File: src/rtl/tx_packet_sequencer.sv
// Transmit packet sequencer: walks SYNC, PID, payload, CRC16 and EOP segments,
// steering the bit/byte timer and the byte shifter for one outgoing packet.
module tx_packet_sequencer #(
  parameter int MAX_BYTES = 64,
  parameter int OCC_W     = 7
) (
  input  logic             clk,
  input  logic             rst,
  input  logic             tx_start,
  input  logic [1:0]       tx_packet,
  input  logic [OCC_W-1:0] buffer_occupancy,
  input  logic [7:0]       tx_data,
  output logic             get_tx_data,
  input  logic             shift_enable,
  input  logic             packet_done,
  output logic             enable_timer,
  output logic             clear_8,
  output logic             clear_64,
  output logic [3:0]       roll_val,
  output logic             load_byte,
  output logic [7:0]       byte_out,
  output logic             tx_eop,
  output logic             tx_busy,
  output logic             tx_done,
  output logic             tx_error
);

  typedef enum logic [2:0] {IDLE, SYNC, PID, DATA, CRC_LO, CRC_HI, EOP, DONE} state_t;

  localparam logic [OCC_W-1:0] MAX_OCC = OCC_W'(MAX_BYTES);

  state_t           state, state_nxt, seg;
  logic             seg_load;
  logic             start_q, start_nxt;
  logic             pd_q, pd_edge;
  logic [1:0]       pkt_q, pkt_nxt;
  logic [OCC_W-1:0] byte_cnt, byte_cnt_nxt;
  logic [15:0]      crc, crc_nxt;
  logic [7:0]       byte_q, byte_nxt;
  logic [3:0]       roll_q, roll_nxt;

  function automatic logic [15:0] crc16_byte(input logic [15:0] c, input logic [7:0] d);
    logic [15:0] r;
    r = c;
    for (int i = 0; i < 8; i++) begin
      if (r[0] ^ d[i]) r = (r >> 1) ^ 16'hA001;
      else             r = r >> 1;
    end
    return r;
  endfunction

  function automatic logic [7:0] pid_byte(input logic [1:0] p);
    case (p)
      2'b00:   return 8'hC3;
      2'b01:   return 8'hD2;
      2'b10:   return 8'h5A;
      default: return 8'h1E;
    endcase
  endfunction

  // A stale packet_done level from the previous segment never re-triggers.
  assign pd_edge  = packet_done & ~pd_q;
  assign byte_out = byte_nxt;
  assign roll_val = roll_nxt;

  always_ff @(posedge clk or posedge rst) begin
    if (rst) begin
      state    <= IDLE;
      start_q  <= 1'b0;
      pd_q     <= 1'b0;
      pkt_q    <= 2'b00;
      byte_cnt <= '0;
      crc      <= 16'h0000;
      byte_q   <= 8'h00;
      roll_q   <= 4'd0;
    end else begin
      state    <= state_nxt;
      start_q  <= start_nxt;
      pd_q     <= packet_done;
      pkt_q    <= pkt_nxt;
      byte_cnt <= byte_cnt_nxt;
      crc      <= crc_nxt;
      byte_q   <= byte_nxt;
      roll_q   <= roll_nxt;
    end
  end

  // seg names the segment whose load cycle is the current cycle, if any.
  always_comb begin
    state_nxt    = state;
    start_nxt    = 1'b0;
    pkt_nxt      = pkt_q;
    byte_cnt_nxt = byte_cnt;
    crc_nxt      = crc;
    byte_nxt     = byte_q;
    roll_nxt     = roll_q;
    seg          = IDLE;
    seg_load     = 1'b0;
    get_tx_data  = 1'b0;
    tx_error     = 1'b0;
    tx_done      = 1'b0;
    tx_eop       = 1'b0;
    clear_8      = 1'b0;
    clear_64     = 1'b0;
    load_byte    = 1'b0;
    enable_timer = 1'b0;
    tx_busy      = (state != IDLE);

    case (state)
      IDLE: begin
        if (tx_start) begin
          if (tx_packet == 2'b00 && buffer_occupancy > MAX_OCC) begin
            tx_error = 1'b1;
          end else begin
            state_nxt    = SYNC;
            start_nxt    = 1'b1;
            pkt_nxt      = tx_packet;
            byte_cnt_nxt = (tx_packet == 2'b00) ? buffer_occupancy : '0;
          end
        end
      end
      SYNC: begin
        if (start_q)      begin seg = SYNC; seg_load = 1'b1; end
        else if (pd_edge) begin seg = PID;  seg_load = 1'b1; end
      end
      PID: begin
        if (pd_edge) begin
          seg_load = 1'b1;
          if (pkt_q != 2'b00)      seg = EOP;
          else if (byte_cnt == '0) seg = CRC_LO;
          else                     seg = DATA;
        end
      end
      DATA: begin
        if (pd_edge) begin
          seg_load = 1'b1;
          seg      = (byte_cnt == '0) ? CRC_LO : DATA;
        end
      end
      CRC_LO: if (pd_edge) begin seg = CRC_HI; seg_load = 1'b1; end
      CRC_HI: if (pd_edge) begin seg = EOP;    seg_load = 1'b1; end
      EOP: begin
        if (pd_edge) state_nxt = DONE;
        else         tx_eop    = 1'b1;
      end
      DONE: begin
        tx_done   = 1'b1;
        state_nxt = IDLE;
        byte_nxt  = 8'h00;
        roll_nxt  = 4'd0;
      end
      default: state_nxt = IDLE;
    endcase

    // An empty FIFO where a payload byte is due truncates the packet straight to EOP.
    if (seg_load && seg == DATA && buffer_occupancy == '0) begin
      seg      = EOP;
      tx_error = 1'b1;
    end

    if (seg_load) begin
      state_nxt = seg;
      clear_8   = 1'b1;
      clear_64  = 1'b1;
      roll_nxt  = 4'd8;
      load_byte = 1'b1;
      case (seg)
        SYNC: byte_nxt = 8'h80;
        PID: begin
          byte_nxt = pid_byte(pkt_q);
          crc_nxt  = 16'hFFFF;
        end
        DATA: begin
          byte_nxt     = tx_data;
          get_tx_data  = 1'b1;
          crc_nxt      = crc16_byte(crc, tx_data);
          byte_cnt_nxt = byte_cnt - 1'b1;
        end
        CRC_LO: byte_nxt = ~crc[7:0];
        CRC_HI: byte_nxt = ~crc[15:8];
        EOP: begin
          byte_nxt  = 8'h00;
          roll_nxt  = 4'd2;
          load_byte = 1'b0;
          tx_eop    = 1'b1;
        end
        default: ;
      endcase
    end

    enable_timer = (state inside {SYNC, PID, DATA, CRC_LO, CRC_HI, EOP}) &&
                   !seg_load && !(state == EOP && pd_edge);
  end

endmodule

File: config.mk
export PLATFORM = sky130hd
export DESIGN_NAME = tx_packet_sequencer
export DESIGN_NICKNAME = d
export VERILOG_FILES = /design/src/rtl/tx_packet_sequencer.sv
export SDC_FILE = /design/constraint.sdc
export NUM_CORES = 1
export LEC_CHECK = 0
export ABC_AREA = 1
export BUFFER_PORTS_ARGS = -buffer_cell sky130_fd_sc_hd__buf_2
export CELL_PAD_IN_SITES_DETAIL_PLACEMENT = 0
export CELL_PAD_IN_SITES_GLOBAL_PLACEMENT = 2
export CORE_MARGIN = 2
export CORE_UTILIZATION = 36
export CTS_BUF_LIST = sky130_fd_sc_hd__clkbuf_4 sky130_fd_sc_hd__clkbuf_8
export CTS_CLUSTER_SIZE = 12
export DETAILED_ROUTE_END_ITERATION = 6
export PLACE_DENSITY_LB_ADDON = 0.1
export SLEW_MARGIN = 20
export SYNTH_ARGS = -nofsm -noshare
export SYNTH_HDL_FRONTEND = slang
export SYNTH_SLANG_ARGS = --single-unit
File: constraint.sdc
create_clock -name clk -period 5.42 [get_ports clk]
set_clock_uncertainty 0.2 [all_clocks]
set_input_delay 1.084 -clock clk [delete_from_list [all_inputs] [get_ports clk]]
set_output_delay 1.084 -clock clk [all_outputs]
set_load 0.05 [all_outputs]
==> results.json <==
{
  "reg2reg_start": "byte_cnt[0]",
  "dpl_cell_area_sq_mm": 0.00289,
  "regToRegEndpoint": "crc[0]",
  "avgRoutedWirePerCell_microns": 13.9,
  "post_cts_resize_count": 0,
  "synth.distinct_cells": 40,
  "place_inst": 480,
  "post-route-drc-count": 0,
  "ys_async_sr_fraction_pct": 100,
  "yosysWarningCount": 0,
  "avgSynthCellArea_sq_um": 7.53,
  "grt.total_usage_pct": 18.4,
  "grt_start_max_net_pins": 43,
  "gp_congestion": 0.884,
  "synthXorXnorAreaFrac_pct": 3.36,
  "fillCellCount": 821,
  "route.final.wire_length_microns": 6780,
  "design.core.area_sq_mm": 0.00714,
  "yosysSeqAreaShare_pct": 40.3,
  "timing.final.crit_share_pct": 81.0,
  "floorplan.initialDensity_pct": 36.5,
  "power-per-cell-area_mw_per_mm2": 538,
  "io_buffers": 41,
  "dominant_cell_by_count_in_the_synthesized_netlist": "sky130_fd_sc_hd__nand2_1",
  "synth_simple_gate_area_share_pct": 29.4,
  "pre_cts_ws_ps": 999,
  "layout-drive-gt1-share_pct": 22.1,
  "period_needed_ps": 4390,
  "post_cts_hold_buffer_count": 0,
  "vias_after_detailed_routing": 2363,
  "synthesized_area_fraction_occupied_by_ao_oa_aoi_and_oai_cells_pct": 15.1,
  "synthAdderAreaFrac_pct": 0.480,
  "post_syn_instances": 346,
  "mappedNetlistArea_sq_mm": 0.00260,
  "final_cell_area_sq_mm": 0.00300,
  "slew_violations": 0,
  "antenna_violations_before_repair": 0,
  "chipHeight_microns": 89.1,
  "totalNegativeSetupSlack_ps": 0,
  "synth_top_area_share_pct": 40.3,
  "hold_path_depth": 2,
  "cts_num_sinks": 42,
  "antenna_cells": 0,
  "area_growth_pct": 15.3,
  "worstPathMaxFanout": 30,
  "cellLeakagePower_nw": 1.58,
  "final_hold_viol_count": 0,
  "max-slew-margin-rel_pct": 53.0,
  "synth_top_family_by_area": "simple AND/OR/NAND/NOR gates",
  "timing.setup.critical_path_class": "in2out",
  "synth-seq-cells": 42,
  "number_of_cts_inserted_buffers": 5,
  "critical_path_required_ps": 4140,
  "peakVddDrop_v": 0.000184,
  "dominantRegCellSynth": "sky130_fd_sc_hd__dfrtp_1",
  "place.detailed.hpwl_microns": 5060,
  "vias_in_the_first_global_route": 2180,
  "worst_setup_hold_path_clk_slew_ps": 90,
  "post-synth-top-area-cell": "sky130_fd_sc_hd__dfrtp_1",
  "floorplan.die_area_sq_mm": 0.00793,
  "postCtsSetupRepairBufs": 0,
  "outcome": "completed",
  "reg2reg_setup_slack_ps": 2930,
  "ys_top_cells_by_area": "sky130_fd_sc_hd__dfrtp_1 (40%), sky130_fd_sc_hd__nand2_1 (12%), sky130_fd_sc_hd__inv_1 (7.3%)",
  "ioPinCount": 43,
  "hp-start": "roll_q[1]",
  "dieWidth_microns": 89.1,
  "firstDrtPassIters": 4,
  "cp.arrival_ps": 3110,
  "endpoint_kind": "output pin",
  "muxShareOfSynthArea_pct": 0,
  "viasPerCell": 4.84,
  "syn_nets": 369,
  "overflow": 0,
  "post_synth_most_frequent_cells": "sky130_fd_sc_hd__nand2_1 (82), sky130_fd_sc_hd__inv_1 (51), sky130_fd_sc_hd__dfrtp_1 (42), sky130_fd_sc_hd__nor2_1 (28), sky130_fd_sc_hd__nand3_1 (23)",
  "drtIter0Drc": 123,
  "hold_crit_class": "reg2reg",
  "timing.hold.worst_endpoint": "roll_q[1]",
  "worst_setup_start_kind": "input port",
  "grt_pass1_wl_microns": 11000,
  "cts_tree": "done",
  "cts-root-to-sink-buffers": 2,
  "drtAntennaViolNets": 0,
  "max_freq_ghz": 0.228,
  "worst_skew_pair.late_latency_ps": 300,
  "post-route-worst-setup-slack_ps": 1030,
  "htree_levels": 2,
  "finish.net_count": 411,
  "tightest_slew_ps": 702,
  "maximum_capacitance_violations": 0,
  "worst_reg2reg_path_depth": 15,
  "std_cell_rows": 31,
  "clock_tree.root_cell": "sky130_fd_sc_hd__clkbuf_8",
  "synth-edff-count": 0,
  "setup-violations-final": 0,
  "finalNonFillerCells": 488,
  "grt_setup_unrepaired": "false"
}
==> metrics by stage <==
| step | hold WS [ps] | util (%) | power (W) |
|---|---|---|---|
| after floorplan | 258 | - | 0.00118 |
| after global placement | 258 | 40.5 | 0.00136 |
| after detailed placement | 260 | 40.5 | 0.00137 |
| after CTS | 285 | 42.1 | 0.00163 |
| after global routing | 302 | 42.1 | 0.00175 |
| final | 280 | 42.1 | 0.00162 |
==> cells in the final DEF, fill, tap and decap left out, types with 3 or more instances in the layout <==
master                     count
sky130_fd_sc_hd__nand3_1      23
sky130_fd_sc_hd__nand3_2       5
sky130_fd_sc_hd__a31oi_1       4
sky130_fd_sc_hd__a32oi_1       3
sky130_fd_sc_hd__nand2_1      82
sky130_fd_sc_hd__a22oi_1      11
sky130_fd_sc_hd__a21oi_1      10
sky130_fd_sc_hd__o22ai_1       5
sky130_fd_sc_hd__nor3_1        3
sky130_fd_sc_hd__buf_2        41
sky130_fd_sc_hd__clkbuf_8      5
sky130_fd_sc_hd__inv_1        50
sky130_fd_sc_hd__inv_2        10
sky130_fd_sc_hd__nand2_2       3
sky130_fd_sc_hd__nand4_1       6
sky130_fd_sc_hd__xor2_1        5
sky130_fd_sc_hd__xnor2_1       5
sky130_fd_sc_hd__o21ai_0      15
sky130_fd_sc_hd__dfrtp_1      42
sky130_fd_sc_hd__nor2_2        4
sky130_fd_sc_hd__nor2_1       28
sky130_fd_sc_hd__o211ai_1      3
==> final cells by class <==
type                       instances  area [sq um]  area share, %
timing repair buffer              43           220           7.33
clock buffer                       5          68.8           2.29
multi-input combinational        234          1260           41.9
clock inverter                     3          45.0           1.50
inverter                          62           235           7.83
tap                               99           124           4.12
sequential                        42          1050           35.0
==> critical path, cell delays in order <==
cell	delay (ps)
sky130_fd_sc_hd__buf_2	90
sky130_fd_sc_hd__inv_1	50
sky130_fd_sc_hd__nor2_4	210
sky130_fd_sc_hd__nand3_2	170
sky130_fd_sc_hd__inv_2	210
sky130_fd_sc_hd__nor2_2	80
sky130_fd_sc_hd__nand3_2	100
sky130_fd_sc_hd__nand2_2	70
sky130_fd_sc_hd__inv_2	80
sky130_fd_sc_hd__nand2_4	110
sky130_fd_sc_hd__inv_4	290
sky130_fd_sc_hd__a21oi_2	80
sky130_fd_sc_hd__o2111ai_1	130
sky130_fd_sc_hd__buf_2	330
==> kinds of logic (layout without fill, tap and decap cells) <==
| family | Yosys count | count (layout) |
|---|---|---|
| compound gates | 59 | 59 |
| simple gates | 164 | 164 |
| flops | 42 | 42 |
| buf+inv | 70 | 113 |
| fa+ha+maj | 1 | 1 |
| xor+xnor | 10 | 10 |
==> report_power, final <==
group          switching [W]  leakage [nW]  total [W]  internal (W)
clock network       0.000121        0.0504   0.000258      0.000137
registers          0.0000924         0.482   0.000517      0.000424
logic               0.000597          1.05   0.000841      0.000244
total               0.000810          1.58    0.00162      0.000805
==> routing by layer <==
metal  part of all wire [%]  up-vias  global-route usage (%)
li1                       -     1210                       -
met1                     50     1114                    26.9
met2                     45       35                    28.5
met3                    3.6        4                    3.14
met4                   0.83        0                    4.48
met5                      0        -                       0
==> flip-flops by register name (all words and copies together), names as in the netlist <==
name      flops
byte_cnt      7
pd_q          1
byte_q        8
start_q       1
pkt_q         2
crc          16
roll_q        4
state         3
==> worst max-delay path by stage <==
stage,from,endpoint
2_1_floorplan,packet_done,byte_out[5]
5_1_grt,packet_done,byte_out[6]
4_1_cts,packet_done,byte_out[6]
3_5_place_dp,packet_done,byte_out[6]
3_3_place_gp,packet_done,byte_out[6]
6_report,packet_done,byte_out[6]
(Power assumes the default switching activity.)
